--- config.mk ---
export PLATFORM = sky130hd
export DESIGN_NAME = sequence_game_core
export DESIGN_NICKNAME = d
export VERILOG_FILES = /design/src/rtl/sequence_game_core.sv
export SDC_FILE = /design/constraint.sdc
export NUM_CORES = 1
export LEC_CHECK = 0
export CAP_MARGIN = 20
export CORE_MARGIN = 4
export CORE_UTILIZATION = 60
export CTS_CLUSTER_SIZE = 24
export DETAILED_ROUTE_END_ITERATION = 10
export PLACE_DENSITY = 0.8
export SYNTH_ARGS = -nofsm -noshare
export SYNTH_HDL_FRONTEND = slang
export SYNTH_SLANG_ARGS = --single-unit
--- constraint.sdc ---
create_clock -name clock -period 23.9 [get_ports clock]
set_input_delay 4.78 -clock clock [delete_from_list [all_inputs] [get_ports clock]]
set_output_delay 4.78 -clock clock [all_outputs]
set_load 0.01 [all_outputs]
--- src/rtl/sequence_game_core.sv ---
// Memory-game core: plays a growing prefix of a ROM song, then checks the
// player's presses note by note and accumulates a penalised per-round score.
module sequence_game_core #(
    parameter int NOTES       = 7,
    parameter int ADDR_W      = 4,
    parameter int SONG_W      = 1,
    parameter int NOTE_CYC    = 500,
    parameter int TIMEOUT_CYC = 5000,
    parameter int PENALTY     = 2,
    parameter int MAX_SCORE   = 100
) (
    input  logic              clock,
    input  logic              reset,
    input  logic              start,
    input  logic              level,
    input  logic [SONG_W-1:0] song_sel,
    input  logic [NOTES-1:0]  buttons,
    output logic [SONG_W-1:0] mem_song,
    output logic [ADDR_W-1:0] mem_addr,
    input  logic [NOTES-1:0]  mem_data,
    output logic [NOTES-1:0]  leds,
    output logic              tone_valid,
    output logic [ADDR_W-1:0] round,
    output logic [7:0]        errors,
    output logic [6:0]        score,
    output logic              done,
    output logic              timed_out,
    output logic [2:0]        state_dbg
);

    localparam int CNT_MAX = (NOTE_CYC > TIMEOUT_CYC) ? NOTE_CYC : TIMEOUT_CYC;
    localparam int CNT_W   = $clog2(CNT_MAX + 1);
    localparam int R_LO    = 2 ** (ADDR_W - 1);
    localparam int R_HI    = 2 ** ADDR_W;
    localparam int TRI_LO  = R_LO * (R_LO + 1) / 2;
    localparam int TRI_HI  = R_HI * (R_HI + 1) / 2;

    typedef enum logic [2:0] {
        S_IDLE    = 3'd0,
        S_FETCH_P = 3'd1,
        S_SHOW    = 3'd2,
        S_FETCH_I = 3'd3,
        S_WAIT_IN = 3'd4,
        S_CHECK   = 3'd5,
        S_SCORE   = 3'd6,
        S_DONE    = 3'd7
    } state_t;

    state_t            state_q, state_d;
    logic              level_q, level_d;
    logic [SONG_W-1:0] song_q, song_d;
    logic [ADDR_W-1:0] idx_q, idx_d;
    logic [ADDR_W-1:0] round_q, round_d;
    logic [7:0]        errors_q, errors_d;
    logic [7:0]        round_err_q, round_err_d;
    logic [6:0]        score_q, score_d;
    logic              timed_out_q, timed_out_d;
    logic [CNT_W-1:0]  cnt_q, cnt_d;
    logic              prev_any_q, prev_any_d;
    logic [NOTES-1:0]  cap_q, cap_d;

    logic              any_btn;
    logic [ADDR_W-1:0] last_round;
    logic [31:0]       round_num, base, pen, gain, sum_sc;

    assign any_btn    = |buttons;
    assign last_round = level_q ? ADDR_W'(R_HI - 1) : ADDR_W'(R_LO - 1);

    // Score arithmetic is done at 32 bits so nothing wraps before the clamp.
    assign round_num = 32'(round_q) + 32'd1;
    assign base      = level_q ? (round_num * 32'(MAX_SCORE)) / 32'(TRI_HI)
                               : (round_num * 32'(MAX_SCORE)) / 32'(TRI_LO);
    assign pen       = 32'(PENALTY) * 32'(round_err_q);
    assign gain      = (base > pen) ? base - pen : 32'd0;
    assign sum_sc    = 32'(score_q) + gain;

    always_comb begin
        state_d     = state_q;
        level_d     = level_q;
        song_d      = song_q;
        idx_d       = idx_q;
        round_d     = round_q;
        errors_d    = errors_q;
        round_err_d = round_err_q;
        score_d     = score_q;
        timed_out_d = timed_out_q;
        cnt_d       = cnt_q;
        prev_any_d  = prev_any_q;
        cap_d       = cap_q;
        leds        = '0;
        tone_valid  = 1'b0;
        case (state_q)
            S_IDLE, S_DONE: begin
                if (start) begin
                    level_d     = level;
                    song_d      = song_sel;
                    score_d     = '0;
                    errors_d    = '0;
                    round_err_d = '0;
                    round_d     = '0;
                    idx_d       = '0;
                    timed_out_d = 1'b0;
                    state_d     = S_FETCH_P;
                end
            end
            S_FETCH_P: begin
                cnt_d   = '0;
                state_d = S_SHOW;
            end
            S_SHOW: begin
                leds       = mem_data;
                tone_valid = 1'b1;
                if (cnt_q == CNT_W'(NOTE_CYC - 1)) begin
                    if (idx_q < round_q) begin
                        idx_d   = idx_q + 1'b1;
                        state_d = S_FETCH_P;
                    end else begin
                        idx_d   = '0;
                        state_d = S_FETCH_I;
                    end
                end else begin
                    cnt_d = cnt_q + 1'b1;
                end
            end
            S_FETCH_I: begin
                cnt_d      = '0;
                prev_any_d = 1'b0;
                state_d    = S_WAIT_IN;
            end
            S_WAIT_IN: begin
                leds       = buttons;
                tone_valid = any_btn;
                prev_any_d = any_btn;
                if (any_btn && !prev_any_q) begin
                    cap_d   = buttons;
                    state_d = S_CHECK;
                end else if (cnt_q == CNT_W'(TIMEOUT_CYC - 1)) begin
                    timed_out_d = 1'b1;
                    state_d     = S_DONE;
                end else begin
                    cnt_d = cnt_q + 1'b1;
                end
            end
            S_CHECK: begin
                if (cap_q == mem_data) begin
                    if (idx_q < round_q) begin
                        idx_d   = idx_q + 1'b1;
                        state_d = S_FETCH_I;
                    end else begin
                        state_d = S_SCORE;
                    end
                end else begin
                    // Wrong note: the player retries the same index.
                    errors_d    = (errors_q == 8'hFF) ? errors_q : errors_q + 8'd1;
                    round_err_d = (round_err_q == 8'hFF) ? round_err_q : round_err_q + 8'd1;
                    state_d     = S_FETCH_I;
                end
            end
            S_SCORE: begin
                score_d     = (sum_sc > 32'(MAX_SCORE)) ? 7'(MAX_SCORE) : sum_sc[6:0];
                round_err_d = '0;
                if (round_q == last_round) begin
                    state_d = S_DONE;
                end else begin
                    round_d = round_q + 1'b1;
                    idx_d   = '0;
                    state_d = S_FETCH_P;
                end
            end
            default: state_d = S_IDLE;
        endcase
    end

    always_ff @(posedge clock) begin
        if (reset) begin
            state_q     <= S_IDLE;
            level_q     <= 1'b0;
            song_q      <= '0;
            idx_q       <= '0;
            round_q     <= '0;
            errors_q    <= '0;
            round_err_q <= '0;
            score_q     <= '0;
            timed_out_q <= 1'b0;
            cnt_q       <= '0;
            prev_any_q  <= 1'b0;
            cap_q       <= '0;
        end else begin
            state_q     <= state_d;
            level_q     <= level_d;
            song_q      <= song_d;
            idx_q       <= idx_d;
            round_q     <= round_d;
            errors_q    <= errors_d;
            round_err_q <= round_err_d;
            score_q     <= score_d;
            timed_out_q <= timed_out_d;
            cnt_q       <= cnt_d;
            prev_any_q  <= prev_any_d;
            cap_q       <= cap_d;
        end
    end

    assign mem_song  = song_q;
    assign mem_addr  = idx_q;
    assign round     = round_q;
    assign errors    = errors_q;
    assign score     = score_q;
    assign done      = (state_q == S_DONE);
    assign timed_out = timed_out_q;
    assign state_dbg = state_q;

endmodule

== Word-level counts from Yosys, hierarchy flattened ==
Cells that the tools add are included.
Operators by class
  order comparisons: 3
  $add $sub $neg: 8
  multiply operators: 1
  mux-type cells: 42
  reductions and logical operators: 23
  divide/modulo/power cells: 2
  equality and inequality tests: 26
Operators with widths (count)
  2-to-1 mux 32 bit: 2
  2-to-1 mux 8 bit: 5
  2-to-1 mux 13 bit: 3
  one-hot mux 13 bit (3 select lines): 1
  adder 7 x 32 -> 32 bit: 1
  divider 32 x 6 -> 32 bit, second input constant: 1
  divider 32 x 8 -> 32 bit, second input constant: 1
  > comparator 32 x 7 -> 1 bit, second input constant: 1
  > comparator 32 x 9 -> 1 bit: 1
  2-to-1 mux 4 bit: 8
  subtractor 32 x 9 -> 32 bit: 1
  one-hot mux 7 bit (2 select lines): 2
  != test 2 bit, second input constant: 12
  one-hot mux 8 bit (3 select lines): 1
  2-to-1 mux 3 bit: 7
  one-hot mux 3 bit (7 select lines): 1
  adder 8 x 1 -> 8 bit, second input constant: 2
  == test 8 bit, second input constant: 2
  one-hot mux 4 bit (4 select lines): 1
  one-hot mux 8 bit (2 select lines): 1
  AND reduction 4 bit: 4
  2-to-1 mux 7 bit: 2
  adder 13 x 1 -> 13 bit, second input constant: 1
  == test 13 bit, second input constant: 1
  26 further kinds: 43
Storage, ports and cells
  flip-flop bits (word level): 58
  output and inout bits: 37

== Depth between registers and ports, before layout ==
Gate-level depths: netlist (run 1).
  depth after elaboration: 10
  gate-level depth with buffers: 88
  gate-level depth less buffers: 85

== Least setup slack after synthesis (run 1) ==
Ideal clock, no wire load.
  path type: reg2reg
  start point: reg round_q[0], in the netlist round[0]
  end point: reg score_q[1], in the netlist score[1]
  slack: 6.446 ns
  buffers on the path: 3
  library setup time: 0.117 ns
  cell stages (with the launch flop): 82
  arrival time: 17.337 ns
  clock period less this slack: 17.454 ns
  cell sequence: dfxtp_1 > clkbuf_1 > nand3_1 > xnor2_1 > inv_1 > ha_1 > ha_1 > ha_1 > ha_1 > o21a_1 > or2_2 > ha_1 > o21a_1 > or4_1 > o21ai_4 > mux2_2 > ha_1 > o21ai_1 > [... 46 more ...] > a21o_1 > a21o_1 > a21o_1 > a21o_1 > ha_1 > and2_1 > ha_1 > fa_1 > a21o_1 > a21oi_1 > nor2b_1 > nor2_1 > nor2b_1 > nor2_1 > xnor2_1 > o311ai_0 > nor3b_1 > a32o_1
On the way
  cells in the longest elaborated chain, start to end: 10
RTL lines
  start: declaration: line 53  | logic [ADDR_W-1:0] round_q, round_d;
  start signal: assignment: line 193  | round_q <= round_d;
  adder 4 x 1 -> 5 bit (*): line 70  | assign round_num = 32'(round_q) + 32'd1;
  multiplier 5 x 5 -> 10 bit (*): line 71, 72
  divider 32 x 6 -> 32 bit or divider 32 x 8 -> 32 bit (tied branches): line 72, 71
  2-to-1 mux 32 bit (*): line 71  | assign base = level_q ? (round_num * 32'(MAX_SCORE)) / 32'(TRI_HI)
  subtractor 32 x 9 -> 32 bit or > comparator 32 x 9 -> 1 bit (tied branches): line 74  | assign gain = (base > pen) ? base - pen : 32'd0;
  2-to-1 mux 32 bit (*): line 74
  adder 7 x 32 -> 32 bit (*): line 75  | assign sum_sc = 32'(score_q) + gain;
  > comparator 32 x 7 -> 1 bit: line 160  | score_d = (sum_sc > 32'(MAX_SCORE)) ? 7'(MAX_SCORE) : sum_sc[6:0];
  2-to-1 mux 7 bit (*): line 160
  one-hot mux 7 bit (2 select lines) (*): line 92  | case (state_q)
  end signal: assignment: line 196  | score_q <= score_d;
  end: declaration: line 56  | logic [6:0] score_q, score_d;
Every way passes the cells marked *; elsewhere a longest branch is shown, timed or not.
A chain may end at the register's enable or synchronous reset.

== Worst setup path in the final report (run 1) ==
Ends and elaborated chain as after synthesis.

==> implementation parameters, run 1 <==
Parameter                              Value

Run status
  Outcome ... finished, final reports clean

Worst hold path
  Path type of the worst min-delay path ... register to register

Clocking
  Setup repair bufs after CTS ... 0
  Resize count post-CTS ... 0
  Worst skew pair latency ... about 0.33 ns
  Longest Clk Path Bufs ... 2
  Clock tree from TritonCTS ... done
  Cts-stage hold buffer count ... 0
  Number of clock sinks ... 58
  Clock tree root buffer cell ... sky130_fd_sc_hd__clkbuf_16
  Total CTS buffers ... 9
  Clock-pin slew on the worst setup and hold paths ... 0.05 ns
  H-tree lvl count ... 3

Pwr
  Clk network pwr share ... ~11%
  Sequential group share of total power ... between 8 and 9%
  Pwr per Cell Area ... 148.7 nW/um2
  Max rail drop VDD ... 0.0001731 V
  Fraction of power consumed by combinational cells ... between 70% and 80%
  Internal power ... about 550 uW
  Cell leakage power ... 2.994 nW
  Fraction of power spent switching nets ... a little over half
  Power spent charging and discharging nets ... roughly 600 uW

Placed design
  Final estimated routing congestion in global placement ... between 0.9 and 1
  Pre-CTS setup slack ... about 4.8 ns
  Final HPWL from detailed placement ... 13,860 um
  Port Buffers ... 55
  Total placed instance area ... 7406 um2

GRT
  Met2 Resource Use GR ... 49.41%
  Via count of the first global-routing pass ... around 6,600
  Maximum number of pins on one net before global-route repair ... 34
  First-pass GRT wire length ... 30,750 um
  Tot GR Track Use ... 28.19%
  Initial antenna violation count ... 0
  GR Overflow Total ... 0
  Met1 track demand over resource ... around 34%
  Met3 track utilization from global routing ... under 10%
  GRT busiest layer ... met2

Route
  DRC violations left ... 0
  Via density per instance ... approximately 6.4
  Number of DRC violations after detailed-routing iteration 0 ... ~510
  DR pass1 iterations ... 8
  Routed wirelength normalized by instance count ... 16.67 um
  Antenna-violating nets left ... 0
  Wirelength, routed ... 18,040 um
  Overall via count from detail_route ... about 6,900

Flow run
  Count of max-cap constraint violations ... 0

Floorplanning
  Initial standard-cell utilization of the core ... between 60 and 70%
  Overall die area ... 12,980 um2
  Count of standard-cell rows ... 38
  Top-level port count ... 56
  Die boundary width ... 114.0 um
  Height of the die ... between 100 and 150 um
  Standard cell core area ... around 11,000 um2

Setup path
  Kind of end point of the critical path ... register
  Most numerous cell on the critical path ... sky130_fd_sc_hd__ha_1
  Crit start category ... register
  Crit path kind ... register to register
  Crit path max-delay cell type ... sky130_fd_sc_hd__dfxtp_1
  Data required time of the worst path ... around 24 ns
  Longest individual stage delay on the worst path ... ~0.55 ns
  Highest fanout seen on the critical path ... 12
  Critical path arrival ... slightly below 20 ns

Synthesis
  Count of unique library cells instantiated by Yosys ... 96
  Seq/Total Area, Yosys ... between 10% and 20%
  Flip-flop cell with the highest count after synthesis ... sky130_fd_sc_hd__dfxtp_1
  Average footprint of a synthesized cell ... 7.593 um2
  Synth Cell Area ... just under 7000 um2
  Post-synthesis cell count ... between 800 and 900
  Number of synthesized flops with an enable pin ... 0
  Yosys synthesis warning count ... 0
  FF+latch count, synth ... 58
  Asr flop ratio synth ... 0%

Cells and area
  Final cell area excluding filler cells ... approximately 7700 um2
  Count of inserted antenna diode cells ... 0
  Synthesis-to-finish area growth ... 14.51%
  Post-layout util ... between 70 and 80%
  Count of nets after finishing ... a little over 1,000
  Fraction of layout cells with a size suffix above 1 ... just under 7%

STA
  # setup viols final ... 0
  Max-slew violation total from the final report ... 0
  Max Clock Skew ... ~0.0069 ns
  Final-report hold violation count ... 0
  Worst Max-Slew Pin Slew ... ~1.1 ns
  Max Clk Rate ... 0.05153 GHz
  Worst-case setup margin in the final layout ... roughly 4.5 ns
  Final Cycle Share ... about four fifths
  Setup TNS ... 0 ns
  Slew Limit Headroom ... around 29%
  Setup repair after global routing missed its margin ... no
  Post-layout minimum cycle time ... roughly 19 ns
-- critical path: cells and delay by family, from the launching register on --
family	cells	cell delay, ns
AOI/OAI and AO/OA	31	7.12
DFF	1	0.55
xor gates and xnor gates	3	0.64
adders and majority gates	13	3.89
muxes	2	0.76
buffers and inverters	3	0.45
and+or+nand+nor	26	5.88
-- cells in the final DEF (no fill, tap or decap), types with 18 or more instances in the layout --
master and n:
sky130_fd_sc_hd__clkdlybuf4s50_1 55, sky130_fd_sc_hd__inv_1 47, sky130_fd_sc_hd__xor2_1 18, sky130_fd_sc_hd__ha_1 69
sky130_fd_sc_hd__mux2i_1 24, sky130_fd_sc_hd__nand3_1 25, sky130_fd_sc_hd__dfxtp_1 58, sky130_fd_sc_hd__xnor2_1 45
sky130_fd_sc_hd__o21ai_0 36, sky130_fd_sc_hd__nor3_1 28, sky130_fd_sc_hd__nor2_1 124, sky130_fd_sc_hd__nand2_1 57
sky130_fd_sc_hd__a21oi_1 52
-- flip-flops by register name (all words and copies together) (netlist names) --
name,count
cap_q,7
cnt_q,13
errors,8
level_q,1
mem_addr,4
mem_song,1
prev_any_q,1
round,4
round_err_q,8
score,7
state_dbg,3
timed_out,1
-- synth_stat cells (all sizes together) (17+ instances only) --
| library cell | number | area, um2 |
|---|---|---|
| nand2 | 57 | 214.0 |
| inv | 50 | 187.7 |
| a21oi | 52 | 260.3 |
| xnor2 | 45 | 394.1 |
| clkbuf | 17 | 63.81 |
| ha | 69 | 863.3 |
| o21ai | 44 | 242.7 |
| xor2 | 18 | 157.7 |
| nor3 | 28 | 140.1 |
| mux2i | 24 | 240.2 |
| nand3 | 28 | 155.2 |
| nor2 | 126 | 478.0 |
| dfxtp | 58 | 1161 |
-- power groups by stage --
stage                     sequential, mW  clock (mW)  combinational (mW)
after floorplan                    0.103           0               0.725
after global placement             0.103           0               0.871
after detailed placement           0.103           0               0.884
after CTS                          0.101       0.131               0.890
after global routing               0.101       0.136                1.00
final                              0.101       0.130               0.916
-- through the flow --
step	hold WS, ns	power (mW)	cells
global placement	0.4687	0.9737	1066
floorplan	0.4708	0.8274	888
detailed placement	0.4758	0.9866	1066
CTS	0.4724	1.122	1082
finish	0.4708	1.147	1082
global route	0.4953	1.241	1082
-- cells by family (layout without fill, tap and decap cells) --
group | after synthesis | in the layout | synth area share [%]
simple gates | 355 | 355 | 26.58
flops | 58 | 58 | 17.24
compound gates | 238 | 238 | 25.88
other cells | 1 | 2 | 0.05568
mux | 27 | 27 | 4.068
fa+ha+maj | 72 | 72 | 13.71
buf+inv | 73 | 127 | 4.273
xor+xnor | 63 | 63 | 8.192
-- worst paths after layout --
kind,startpoint,to,slack [ns],depth (start not counted)
setup / recovery,round[0],score[1],4.49,78
hold / removal,score[6],score[6],0.47,2
setup reg to reg,round[0],score[1],4.49,78
hold reg to reg,score[6],score[6],0.47,2
-- metal layers --
metal / vias up / part of all wire, %
met4: 0 / 3.3
met2: 227 / 49
met5: - / 0
li1: 3382 / -
met3: 59 / 4.7
met1: 3213 / 43
-- final cells by class --
cell class | count | area (um2)
multi-input combinational | 757 | 5290
clock buffer | 12 | 256.5
timing repair buffer | 60 | 588.1
tap | 140 | 175.2
sequential | 58 | 1161
clock inverter | 4 | 50.05
inverter | 51 | 191.4
fill | 885 | 3223
Power figures use the tool's default switching activity.
==> inputs of run 2 (changes only) <==
- clock period: 23.9 -> 19.7 ns (I/O delays scaled with it)
==> run 2 against run 1 <==
Combinational power grew 22%. Cell area increased by 1.1%. Global-route usage fell by 0.25 points. Count of clock-buffer cells in the layout stayed put. Utilization increased by 0.78 points. Worst hold slack better by 0.012 ns. Non-clock buffer count is 3 higher. Total power is 22% higher.
==> implementation parameters, run 2 (synthesis results as in run 1) <==
Parameter                              Value

Cells and area
  Post-route non-filler standard cell count ... 1,085
  Flip-flop count of the largest register, all copies and words added ... 13
  Highest-count cells in the layout ignoring fill and taps ... sky130_fd_sc_hd__nor2_1 (124), sky130_fd_sc_hd__ha_1 (68), sky130_fd_sc_hd__nand2_1 (57)
  Count of inserted antenna diode cells ... 0
  Register ranked first by flip-flop count ... cnt_q
  Count of filler cells inserted in the layout ... ~900
  Fraction of layout cells with a size suffix above 1 ... ~8.5%
  Synthesis-to-finish area growth ... 15.77%
  Count of nets after finishing ... 1,031
  Most frequent standard cell in the layout excluding fill and tap cells ... sky130_fd_sc_hd__nor2_1

STA
  Max-slew violation total from the final report ... 0
  Post-layout minimum cycle time ... 18.66 ns
  # setup viols final ... 0
  Slew Limit Headroom ... a little over a quarter
  Final-report hold violation count ... 0
  Max Clk Rate ... 0.05360 GHz
  Worst Max-Slew Pin Slew ... ~1.1 ns
  Final Cycle Share ... between 90% and 100%
  Max Clock Skew ... 0.005473 ns

Setup path
  Critical path arrival ... ~19 ns
  Data required time of the worst path ... 19.92 ns
  Crit path max-delay cell type ... sky130_fd_sc_hd__or4_1
  Most numerous cell on the critical path ... sky130_fd_sc_hd__ha_1
  Crit start category ... register
  Cell family with most CP delay ... compound AO/OA/AOI/OAI gates
  Buffers & Inverters on Critical Path ... 5
  Kind of end point of the critical path ... register
  Highest fanout seen on the critical path ... 12
  Longest individual stage delay on the worst path ... 0.59 ns
  Crit path kind ... register to register

Clocking
  Longest Clk Path Bufs ... 2
  H-tree lvl count ... 3
  Number of clock sinks ... between 50 and 60
  Total CTS buffers ... 9
  Cts-stage hold buffer count ... 0
  Clock-pin slew on the worst setup and hold paths ... ~0.05 ns
  Worst skew pair latency ... ~0.33 ns
  Clock tree root buffer cell ... sky130_fd_sc_hd__clkbuf_16
  Clock tree from TritonCTS ... done

GRT
  Via count of the first global-routing pass ... 6,536
  First-pass GRT wire length ... between 30,000 and 40,000 um
  Initial antenna violation count ... 0
  Maximum number of pins on one net before global-route repair ... 34
  Tot GR Track Use ... roughly 28%
  GR Overflow Total ... 0

Run status
  Outcome ... finished, final reports clean

Floorplanning
  Top-level port count ... 56
  Height of the die ... approximately 110 um
  Initial standard-cell utilization of the core ... about three fifths
  Overall die area ... between 10,000 and 15,000 um2
  Count of standard-cell rows ... 38
  Standard cell core area ... approximately 11,000 um2
  Die boundary width ... ~110 um

Route
  Via density per instance ... about 6.4
  DR pass1 iterations ... 5
  Number of DRC violations after detailed-routing iteration 0 ... roughly 470
  Antenna-violating nets left ... 0
  Routed wirelength normalized by instance count ... 16.71 um
  Wirelength, routed ... roughly 18,000 um
  Overall via count from detail_route ... 6,903
  DRC violations left ... 0

Pwr
  Cell leakage power ... ~3 nW
  Pwr per Cell Area ... between 150 and 200 nW/um2
  Total power ... 1.395 mW
  Max rail drop VDD ... 0.0002166 V

Placed design
  Final estimated routing congestion in global placement ... 0.9001
  Final HPWL from detailed placement ... roughly 14,000 um
  Port Buffers ... 55
  Post-Place Cells ... between 1,000 and 1,500

Flow run
  Count of max-cap constraint violations ... 0

Worst hold path
  Path type of the worst min-delay path ... register to register
[run 2: cell count changes in the layout (fill, tap and decap cells not counted), sizes merged]
cell / change
buf: +3
[run 2: path summary, 6_finish.rpt]
kind	slack, ns	startpoint	end	cells past startpoint
min reg2reg	0.48	score[6]	score[6]	2
max reg2reg	1.04	round[3]	score[1]	78
min	0.48	score[6]	score[6]	2
max	1.04	round[3]	score[1]	78
[run 2: timing repair]
| item | in CTS | in global routing |
|---|---|---|
| endpoints found under the setup margin | 0 | 7 |
| gates resized for setup | 0 | 13 |
| setup buffers | 0 | 3 |
[run 2: area by class of cell]
class	count	area (um2)	area share, %
Multi-Input combinational cell	757	5349	68.60
Sequential cell	58	1165	14.94
Timing Repair Buffer	63	610.6	7.831
Clock buffer	12	256.5	3.289
Inverter	51	191.4	2.455
Tap cell	140	175.2	2.246
Clock inverter	4	50.05	0.6418
[run 2: stage by stage]
step / setup TNS (ns) / util (%) / cell area (um2) / setup slack, ns / hold slack [ns]
floorplan: 0 / - / 6739 / 2.246 / 0.4708
global placement: 0 / 67.72 / 7406 / 1.308 / 0.4687
detailed placement: 0 / 67.72 / 7406 / 0.5686 / 0.4753
CTS: 0 / 70.53 / 7712 / 0.5067 / 0.4905
global route: -0.2372 / 71.30 / 7797 / -0.07359 / 0.5033
finish: 0 / 71.30 / 7797 / 1.044 / 0.4824
[run 2: worst register-to-register path: cells and delay by family, from the launching register on]
kind	cells	cell delay [ns]
muxes	2	0.69
AOI/OAI and AO/OA	33	6.94
adders and majority gates	14	4.04
xor gates and xnor gates	2	0.48
DFF	1	0.43
and+or+nand+nor	22	5.36
buffers and inverters	5	0.58
[run 2: routing by layer]
| layer | global-route usage [%] | vias up | part of all wire [%] |
|---|---|---|---|
| li1 | - | 3388 | - |
| met1 | 34.00 | 3245 | 43 |
| met2 | 49.77 | 234 | 49 |
| met3 | 4.456 | 36 | 4.8 |
| met4 | 9.660 | 0 | 2.6 |
| met5 | 0 | - | 0 |
[run 2: power breakdown]
| part | total [mW] | internal, mW | switching [mW] |
|---|---|---|---|
| logic | 1.12 | 0.446 | 0.670 |
| registers | 0.122 | 0.120 | 0.00276 |
| clock network | 0.157 | 0.104 | 0.0528 |
==> inputs of run 3 (changes only) <==
- CORE_UTILIZATION: 60 -> 45
- PLACE_DENSITY: 0.8 -> 0.62
==> run 3 against run 2 <==
Sequential power is essentially flat. Sequential share of layout area shrank 0.20 points. Worst setup slack gained 0.15 ns. First-iteration DRC count shrank 9.5%. Total power shrank 0.20%. Wire length shrank 2.0%. Critical path depth grew 1. Count of clock-buffer cells in the layout shrank 1. Worst hold slack lost 0.011 ns. Critical path type unchanged. Critical endpoint is now score[0]. Flip-flop and latch count is the same. Combinational power is essentially flat. Register-to-register slack gained 0.15 ns.
==> implementation parameters, run 3 (synthesis results as in run 1) <==
Parameter                              Value

GRT
  First-pass GRT wire length ... a little under 30,000 um
  Via count of the first global-routing pass ... ~6,200
  Initial antenna violation count ... 0
  Maximum number of pins on one net before global-route repair ... 34
  Tot GR Track Use ... a little over a fifth
  GR Overflow Total ... 0

Setup path
  Crit path max-delay cell type ... sky130_fd_sc_hd__or4_1
  Setup crit start ... round[0]
  Buffers & Inverters on Critical Path ... 4
  Data required time of the worst path ... 19.91 ns
  Crit start category ... register
  Highest fanout seen on the critical path ... 12
  Launch point of the worst reg-to-reg path ... round[0]
  Longest individual stage delay on the worst path ... ~0.57 ns
  Crit path kind ... register to register
  Cell family with most CP delay ... compound AO/OA/AOI/OAI gates
  Worst reg2reg endpoint ... score[0]
  Capture point of the critical path ... score[0]
  Worst reg-to-reg path cell count ... between 70 and 80
  Most numerous cell on the critical path ... sky130_fd_sc_hd__ha_1
  Critical path arrival ... between 15 and 20 ns
  R2R setup slack ... around 1.2 ns
  Kind of end point of the critical path ... register
  Cell depth of the worst setup path ... around 80

Worst hold path
  Path type of the worst min-delay path ... register to register

Clocking
  Number of clock sinks ... slightly below 60
  H-tree lvl count ... 3
  Cts-stage hold buffer count ... 0
  Worst skew pair latency ... approximately 0.32 ns
  Total CTS buffers ... 9
  Longest Clk Path Bufs ... 2
  Clock tree from TritonCTS ... done
  Clock-pin slew on the worst setup and hold paths ... 0.05 ns
  Clock tree root buffer cell ... sky130_fd_sc_hd__clkbuf_16

Run status
  Outcome ... finished, final reports clean

Cells and area
  Count of inserted antenna diode cells ... 0
  Post-layout util ... 54.16%
  Register ranked first by flip-flop count ... cnt_q
  Highest-count cells in the layout ignoring fill and taps ... sky130_fd_sc_hd__nor2_1 (124), sky130_fd_sc_hd__ha_1 (68), sky130_fd_sc_hd__nand2_1 (57)
  Post-route non-filler standard cell count ... 1,135
  Count of nets after finishing ... between 1,000 and 1,500
  Fraction of layout cells with a size suffix above 1 ... 9.253%
  Synthesis-to-finish area growth ... 17.31%
  Flip-flop count of the largest register, all copies and words added ... 13
  Count of filler cells inserted in the layout ... roughly 1,400
  Most frequent standard cell in the layout excluding fill and tap cells ... sky130_fd_sc_hd__nor2_1

Route
  Overall via count from detail_route ... 6,610
  Wirelength, routed ... between 15,000 and 20,000 um
  DRC violations left ... 0
  Antenna-violating nets left ... 0
  DR pass1 iterations ... 5
  Number of DRC violations after detailed-routing iteration 0 ... 428
  Via density per instance ... slightly below 6
  Routed wirelength normalized by instance count ... roughly 16 um

Floorplanning
  Overall die area ... approximately 17,000 um2
  Die boundary width ... 130.3 um
  Standard cell core area ... roughly 15,000 um2
  Count of standard-cell rows ... 44
  Initial standard-cell utilization of the core ... 46.17%
  Top-level port count ... 56
  Height of the die ... approximately 130 um

STA
  Max Clock Skew ... about 0.0064 ns
  Worst-case setup margin in the final layout ... between 1 and 1.5 ns
  Setup repair after global routing missed its margin ... no
  Post-layout minimum cycle time ... about 19 ns
  Max Clk Rate ... between 0.05 and 0.06 GHz
  Max-slew violation total from the final report ... 0
  Final Cycle Share ... a little over nine tenths
  Setup TNS ... 0 ns
  Final-report hold violation count ... 0
  Slew Limit Headroom ... between 30% and 40%
  # setup viols final ... 0
  Worst Max-Slew Pin Slew ... approximately 1.0 ns

Pwr
  Cell leakage power ... 3.044 nW
  Pwr per Cell Area ... about 180 nW/um2
  Max rail drop VDD ... between 0.0001 and 0.00015 V
  Total power ... approximately 1.4 mW

Placed design
  Port Buffers ... 55
  Final estimated routing congestion in global placement ... around 0.89
  Final HPWL from detailed placement ... ~14,000 um
  Pre-CTS setup slack ... between 0.5 and 0.6 ns
  Post-Place Cells ... 1,113

Flow run
  Count of max-cap constraint violations ... 0
## run 3: final cells by class
cell class                 instances  area [um2]  area share, %
multi-input combinational        757        5363          67.87
timing repair buffer              69       655.6          8.298
clock buffer                      11       242.7          3.072
inverter                          51       191.4          2.423
sequential                        58        1165          14.74
tap                              184       230.2          2.914
clock inverter                     5       53.80         0.6809
## run 3: worst min-delay path by stage
stage | from | end | slack, ns | cells past startpoint
after floorplan | cnt_q[7] | cnt_q[7] | 0.47 | 2
after global placement | timed_out | timed_out | 0.46 | 2
after detailed placement | timed_out | timed_out | 0.46 | 2
after CTS | score[5] | score[5] | 0.48 | 2
after global routing | score[6] | score[6] | 0.50 | 2
final | timed_out | timed_out | 0.47 | 2
## run 3: tightest hold or removal path, delay by kind of cell, from the launching register on
| family | cells | cell delay, ns |
|---|---|---|
| flops | 1 | 0.32 |
| simple gates | 1 | 0.07 |
| compound gates | 1 | 0.05 |
## run 3: metrics by stage
| stage | area (um2) | hold WS (ns) |
|---|---|---|
| after global routing | 7901 | 0.5044 |
| after floorplan | 6739 | 0.4708 |
| after detailed placement | 7483 | 0.4614 |
| final | 7901 | 0.4710 |
| after CTS | 7780 | 0.4767 |
| after global placement | 7483 | 0.4598 |
## run 3: power by group
part | internal, mW | leakage [nW] | switching [mW]
clock network | 0.101 | 0.149 | 0.0518
registers | 0.120 | 0.470 | 0.00277
logic | 0.449 | 2.43 | 0.669
total | 0.669 | 3.04 | 0.723
## run 3: per-layer routing
metal | part of all wire (%) | wire (um) | global-route usage (%)
met5 | 0 | 0 | 0
met2 | 48 | 8473 | 36.09
met4 | 1.8 | 311 | 5.989
met1 | 47 | 8394 | 27.57
met3 | 3.3 | 587 | 2.783
## run 3: repair_timing
action | 4_1_cts | 5_1_grt
setup endpoints to repair | 0 | 7
buffers inserted | 0 | 6
resized for setup | 0 | 16
